--- src/rtl/reed_conditioner_if.sv ---
// Signal bundle between the reed switch front end and its consumers.
// The master side is the conditioner: it takes the raw contact and drives the conditioned outputs.
interface reed_conditioner_if;
  logic        reed_raw;
  logic        reed;
  logic        reed_level;
  logic        stopped;
  logic [15:0] period;

  modport master (input reed_raw, output reed, reed_level, stopped, period);
  modport slave  (output reed_raw, input reed, reed_level, stopped, period);
endinterface

--- src/rtl/reed_conditioner.sv ---
// Reed switch front end: synchronise, debounce, one strobe per revolution,
// revolution period measurement and standstill detection.
module reed_conditioner #(
  parameter int DEBOUNCE_CYCLES = 4,
  parameter int TIMEOUT_CYCLES  = 50000
) (
  input  logic              clock,
  input  logic              reset,
  reed_conditioner_if.master bus
);

  localparam logic [7:0]  DB_LAST = 8'(DEBOUNCE_CYCLES - 1);
  localparam logic [15:0] TIMEOUT = 16'(TIMEOUT_CYCLES);

  typedef enum logic [1:0] {OPEN, CLOSING, CLOSED, OPENING} state_t;

  state_t      state, state_next;
  logic        s1, s2;
  logic [7:0]  db, db_next;
  logic        strobe;
  logic        level_next;
  logic        reed_q, level_q, stopped_q;
  logic [15:0] gap, gap_inc, period_q;

  assign bus.reed       = reed_q;
  assign bus.reed_level = level_q;
  assign bus.stopped    = stopped_q;
  assign bus.period     = period_q;
  assign gap_inc        = gap + 16'd1;

  // Two-flop synchroniser for the asynchronous contact
  always_ff @(posedge clock or negedge reset) begin
    if (!reset) begin
      s1 <= 1'b0;
      s2 <= 1'b0;
    end else begin
      s1 <= bus.reed_raw;
      s2 <= s1;
    end
  end

  always_ff @(posedge clock or negedge reset) begin
    if (!reset) begin
      state   <= OPEN;
      db      <= 8'd0;
      reed_q  <= 1'b0;
      level_q <= 1'b0;
    end else begin
      state   <= state_next;
      db      <= db_next;
      reed_q  <= strobe;
      level_q <= level_next;
    end
  end

  always_comb begin
    state_next = state;
    db_next    = db;
    strobe     = 1'b0;
    case (state)
      OPEN: begin
        if (s2) begin
          state_next = CLOSING;
          db_next    = 8'd0;
        end
      end
      CLOSING: begin
        if (!s2) begin
          state_next = OPEN;
        end else if (db == DB_LAST) begin
          state_next = CLOSED;
          strobe     = 1'b1;
        end else begin
          db_next = db + 8'd1;
        end
      end
      CLOSED: begin
        if (!s2) begin
          state_next = OPENING;
          db_next    = 8'd0;
        end
      end
      OPENING: begin
        // A bounce back to closed during release is the same closure: no strobe
        if (s2) begin
          state_next = CLOSED;
        end else if (db == DB_LAST) begin
          state_next = OPEN;
        end else begin
          db_next = db + 8'd1;
        end
      end
      default: state_next = OPEN;
    endcase
    level_next = (state_next == CLOSED) || (state_next == OPENING);
  end

  // Gap timer, period capture and standstill flag; a strobe beats a timeout on the same edge
  always_ff @(posedge clock or negedge reset) begin
    if (!reset) begin
      gap       <= 16'd0;
      stopped_q <= 1'b1;
      period_q  <= 16'd0;
    end else if (strobe) begin
      gap <= 16'd0;
      if (stopped_q) begin
        stopped_q <= 1'b0;
      end else begin
        period_q <= gap_inc;
      end
    end else if (!stopped_q) begin
      gap <= gap_inc;
      if (gap_inc == TIMEOUT) begin
        stopped_q <= 1'b1;
        period_q  <= 16'd0;
      end
    end
  end

endmodule

--- src/flat_wrapper.sv ---
// flat-port wrapper written by rule: the top's interface ports become plain ports
module reed_conditioner_flat 
#(
  parameter int DEBOUNCE_CYCLES = 4,
  parameter int TIMEOUT_CYCLES  = 50000
)
  (clock, reset, bus_reed_raw, bus_reed, bus_reed_level, bus_stopped, bus_period);
  reed_conditioner_if bus_i ();
  input  logic clock;
  input  logic reset;
  input wire logic [$bits(bus_i.reed_raw)-1:0] bus_reed_raw;
  output wire logic [$bits(bus_i.reed)-1:0] bus_reed;
  output wire logic [$bits(bus_i.reed_level)-1:0] bus_reed_level;
  output wire logic [$bits(bus_i.stopped)-1:0] bus_stopped;
  output wire logic [$bits(bus_i.period)-1:0] bus_period;
  assign bus_i.reed_raw = bus_reed_raw;
  assign bus_reed = bus_i.reed;
  assign bus_reed_level = bus_i.reed_level;
  assign bus_stopped = bus_i.stopped;
  assign bus_period = bus_i.period;
  reed_conditioner #(.DEBOUNCE_CYCLES(DEBOUNCE_CYCLES), .TIMEOUT_CYCLES(TIMEOUT_CYCLES)) u_core (.clock(clock), .reset(reset), .bus(bus_i));
endmodule
--- config.mk ---
export PLATFORM = sky130hd
export DESIGN_NAME = reed_conditioner_flat
export DESIGN_NICKNAME = d
export VERILOG_FILES = /design/src/rtl/reed_conditioner_if.sv /design/src/rtl/reed_conditioner.sv /design/src/flat_wrapper.sv
export SDC_FILE = /design/constraint.sdc
export NUM_CORES = 1
export LEC_CHECK = 0
export ABC_AREA = 1
export CORE_MARGIN = 2
export CORE_UTILIZATION = 61
export CTS_BUF_LIST = sky130_fd_sc_hd__clkbuf_16
export DETAILED_ROUTE_END_ITERATION = 6
export HOLD_SLACK_MARGIN = 0.03
export PLACE_DENSITY = 0.8
export SLEW_MARGIN = 20
export SYNTH_ARGS = -nofsm -noshare
export SYNTH_HDL_FRONTEND = slang
export SYNTH_SLANG_ARGS = --single-unit
--- constraint.sdc ---
create_clock -name clock -period 5.6 [get_ports clock]
set_input_delay 1.4 -clock clock [delete_from_list [all_inputs] [get_ports clock]]
set_output_delay 1.4 -clock clock [all_outputs]
set_load 0.05 [all_outputs]
After elaboration in Yosys (flattened, before gate mapping)
Cells that the tools add are included.
{ "word_totals": {"register_bits": 47, "latchBits": 0, "mem_bits_rw": 0, "mem_bits_ro": 0, "input_bits": 3, "out_inout_bits": 19, "mem_count": 0} }
{ "op_classes": {"n_addsub": 2, "mul": 0, "div": 0, "magnitude_cmp": 0, "n_eq_ne": 12, "shift": 0, "n_mux": 24, "bitwise": 1, "n_reduce_logical": 5} }
{ "op_table": {"columns": ["op", "count"], "rows": [
  ["$mux W16", 5],
  ["$mux W8", 5],
  ["$pmux W8 S4", 1],
  ["$add A16 B1 Y16 const B", 1],
  ["$eq A16 B16 Y1 const B", 1],
  ["$mux W2", 6],
  ["$add A8 B1 Y8 const B", 1],
  ["$eq A2 B2 Y1 const B", 4],
  ["$eq A8 B2 Y1 const B", 1],
  ["$pmux W2 S4", 1],
  ["$mux W1", 6],
  ["$ne A2 B1 Y1 const B", 3],
  ["$ne A2 B2 Y1 const B", 2],
  ["$reduce_and A4 Y1", 1],
  ["$eq A2 B1 Y1 const B", 1],
  ["$logic_not A2 Y1", 1],
  ["$reduce_and A2 Y1", 1],
  ["$reduce_bool A2 Y1", 1],
  ["$logic_or A1 B1 Y1", 1],
  ["$not A1 Y1", 1]
]} }

Depth between registers and ports, before layout
{ "depth": {"ltp_word": 6, "depth_mapped": 15, "ltp_nobuf": 14} }

Least setup slack after synthesis
Ideal clock, no wire load.
{ "synth_timing": {"path_type": "register -> output", "from": "reg u_core.stopped_q (netlist: u_core.bus.stopped)", "to": "out bus_stopped", "t_arrival_ps": 663, "path_slack_ps": 3537, "path_stages_with_launch": 1, "path_buffers": 0, "cell_sequence": "dfstp_2"} }
{ "synth_lines": {"columns": ["item", "line", "rtl"], "rows": [
  ["from (decl)", "reed_conditioner.sv:22", "logic reed_q, level_q, stopped_q;"],
  ["from (signal assigned)", "reed_conditioner.sv:102", "stopped_q <= 1'b1;"],
  ["from (signal assigned)", "reed_conditioner.sv:107", "stopped_q <= 1'b0;"],
  ["from (signal assigned)", "reed_conditioner.sv:114", "stopped_q <= 1'b1;"],
  ["to (decl)", "flat_wrapper.sv:14", "output wire logic [$bits(bus_i.stopped)-1:0] bus_stopped;"]
]} }
No word-level cell between the ends.

Worst setup path in the final report
{ "layout_timing": {"from": "reg u_core.stopped_q (netlist: u_core.bus.stopped)", "to": "out bus_stopped"} }
No word-level cell between the ends.

==> results.md <==
* Final max-slew violation count at 0
* Buffers on Ports at 21
* Synth Area in XOR/XNOR at ~2.5%
* Worst path cell trace: clkdlybuf4s50_1
* Hold WS at between 300 and 400 ps
* Buf/Inv on CP at 1
* NumNets Final at between 300 and 400
* Share of layout cells above drive strength 1 at around 7.6%
* Placer Congestion at between 0.8 and 0.9
* Sw Ratio at approximately 38%
* CTS H-tree lvls at 2
* Most common cell in the netlist: nand2_1
* Total gr overflow at 0
* First-pass GRT wire length at 8580 µm
* 1st-iter DRT viols at 210
* DRC at 0
* Yosys warns at 0
* Initial antenna violation count at 0
* Chip width at slightly below 70 µm
* CP top delay family: buffers and inverters
* Mux contribution to synthesized area at 0%
* Average size of a mapped cell at between 7 and 8 µm²
* Critical path endpoint category: output port
* # clock sinks at 47
* Post-route minimum period at 3340 ps
* Grt met1 use at a little over a third
* Final instance area at ~2900 µm²
* Antenna cells at 0
* Crit path largest cell delay at 890 ps
* Starting Density at a little over three fifths
* Leak at ~1.4 nW
* Slew @ Worst Pin at around 600 ps
* DR vias at 2066
* Core area at between 3000 and 4000 µm²
* Vias in the first global route at ~1900
* Worst min path class: flop to flop
* Synthesized netlist cell count at between 300 and 400
* Setup TNS at 0 ps
* # setup viols final at 0
* Multi-input gate area in the final layout at about 1100 µm²
* CTS tree: done
* Int Pwr at approximately 730 µW
* Post-synth cell types at 34
* Drt first pass iters at 4
* Worst-skew pair later-pin latency at a little under 300 ps
* Combinational power share at between 30% and 40%
* Synth-to-layout area growth at 16.3%
* Synth Area in Compound Gates at around 8.5%
* Simple-Gate Fraction of Synth Area at approximately a third
* Normalized max-slew margin at between 60 and 70%
* Cts bufs inserted at 5
* CTS Hold Buffers Added at 0
* Most frequent cells after synthesis: nand2_1 (112), dfrtp_1 (46), inv_1 (41), nor2_1 (26), nand3_1 (18)
* Seq/Total Area, Yosys at 47.6%
* DIE HEIGHT at around 68 µm
* Cell Area, Synth at between 2000 and 2500 µm²
* Antenna-violating nets left at 0
* Cell taking the most area after synthesis: dfrtp_1
* Power Density at 407 nW/µm²
* Clock Tree Buf Depth at 2
* Ys async rst share at 100%
* Mapped Nets at around 330
* Die area at 4580 µm²
* Hold Vio Cnt, Final at 0
* Seq. cell area at 1180 µm²
* CTS resizes at 0
* Drt wl/cell at around 13 µm
* Unrepaired setup endpoints after global routing: no
* F_max at 299 MHz
* Top post-synthesis cells by area: dfrtp_1 (47%), nand2_1 (17%), inv_1 (6.2%)
* Met2 GRT Util at approximately two fifths
* Fillers at roughly 310
* Root Driver: clkbuf_16
* EDFF count, synth at 0
* Main flop type after synthesis: dfrtp_1
* Total setup buffers inserted after CTS at 0
* Global Route Usage Sum at between 20% and 30%
* NetSw at 440 µW
* #FFs+latches synth at 47
* CP max stage cell: clkdlybuf4s50_1
* Post-synth top area share at 46.5%
* CP startpoint kind: flop
* Worst Path Max Fanout at 20
* Clock group share of total power at around 28%
* Combinational family with the most area after synthesis: simple AND/OR/NAND/NOR gates
* Cell row count at 23
* Hpwl dp at between 3000 and 4000 µm
* Peak supply drop at between 0.3 and 0.4 mV
* Clk_skew at roughly 3.8 ps
* Via density at ~5.2
* Largest net degree at the start of global routing at 48
* GR peak layer: met2
* GR met3 Demand/Resource at 5.83%
* CP Data Arrival Time at between 1500 and 2000 ps
* Max-capacitance violation count at 0
* Fraction of the cycle the final worst path needs at between 50% and 60%
* Crit Path Category: flop to output port
* Top Ports at 22
* Clock transition at the registers of the reported paths at 60 ps
* Placed Area at about 2700 µm²
* Adder-cell area share of the yosys netlist at 1.52%
* Sequential share of power at between 30 and 40%
* Status: finished, final reports clean
* Total Wirelength at slightly above 5000 µm
* CP required at around 4200 ps
==> per-stage QoR <==
step	setup slack (ps)	utilization, %	power (mW)	instances
after floorplan	3540	-	0.737	321
after global placement	2580	68.8	0.830	386
after detailed placement	2550	68.8	0.840	386
after CTS	2250	72.9	1.18	394
after global routing	2190	73.0	1.24	394
final	2260	73.0	1.17	394
==> cell type report <==
cell class / instances / area share, %
inverters: 42 / 5.48
clock inverters: 3 / 1.35
multi-input cells: 226 / 38.5
flip-flops and latches: 47 / 40.9
clock buffers: 5 / 4.35
repair buffers: 21 / 7.22
well taps: 50 / 2.17
==> logic make-up after synthesis <==
| group | Yosys count |
|---|---|
| flip-flops | 47 |
| AO/OA/AOI/OAI | 34 |
| buffers and inverters | 48 |
| AND/OR/NAND/NOR | 182 |
| XOR/XNOR | 7 |
| adder cells (fa/ha/maj) | 3 |
==> power by group through the flow <==
stage / clock (mW) / combinational, mW / sequential [mW]
2_1_floorplan: 0 / 0.204 / 0.533
3_3_place_gp: 0 / 0.361 / 0.468
3_5_place_dp: 0 / 0.370 / 0.471
4_1_cts: 0.336 / 0.376 / 0.466
5_1_grt: 0.347 / 0.421 / 0.475
6_report: 0.331 / 0.374 / 0.466
==> flip-flops by register name, indices dropped and copies added, names as in the netlist <==
| name | flops |
|---|---|
| u_core.db | 8 |
| u_core.s1 | 1 |
| u_core.bus.period | 16 |
| u_core.state | 2 |
| u_core.bus.reed | 1 |
| u_core.s2 | 1 |
| u_core.gap | 16 |
| u_core.bus.stopped | 1 |
| u_core.bus.reed_level | 1 |
==> path summary, 6_finish.rpt <==
| path | cells past startpoint | slack, ps | start | to |
|---|---|---|---|---|
| hold / removal | 0 | 350 | u_core.s1 | u_core.s2 |
| hold reg to reg | 0 | 350 | u_core.s1 | u_core.s2 |
| setup reg to reg | 12 | 3450 | u_core.gap[0] | u_core.bus.period[10] |
| max in group asynchronous | 1 | 4080 | reset | u_core.bus.period[4] |
| setup / recovery | 1 | 2260 | u_core.bus.stopped | bus_stopped |
| min in group asynchronous | 1 | 1110 | reset | u_core.db[6] |
==> routing by layer <==
layer | share of wire, % | vias to the layer above
met5 | 0 | -
met4 | 0.59 | 0
met3 | 4.6 | 2
met2 | 48 | 35
met1 | 47 | 975
li1 | - | 1054
==> cell usage in the layout (no fill, tap or decap), types with 2 or more instances in the layout <==
cell type / instances
xor2_1: 6
clkinv_1: 2
nor2_2: 4
ha_1: 3
nand2_2: 4
o21bai_1: 3
a21oi_1: 5
clkbuf_16: 5
nand2_1: 112
inv_1: 41
clkdlybuf4s50_1: 20
dfrtp_1: 46
nand3_2: 4
nand3_1: 18
nor3_1: 2
o21ai_0: 12
o31ai_1: 3
nand4_1: 3
nor4_1: 2
o211ai_1: 7
nor2_1: 26
No activity file was read; power rests on OpenSTA's default activity.
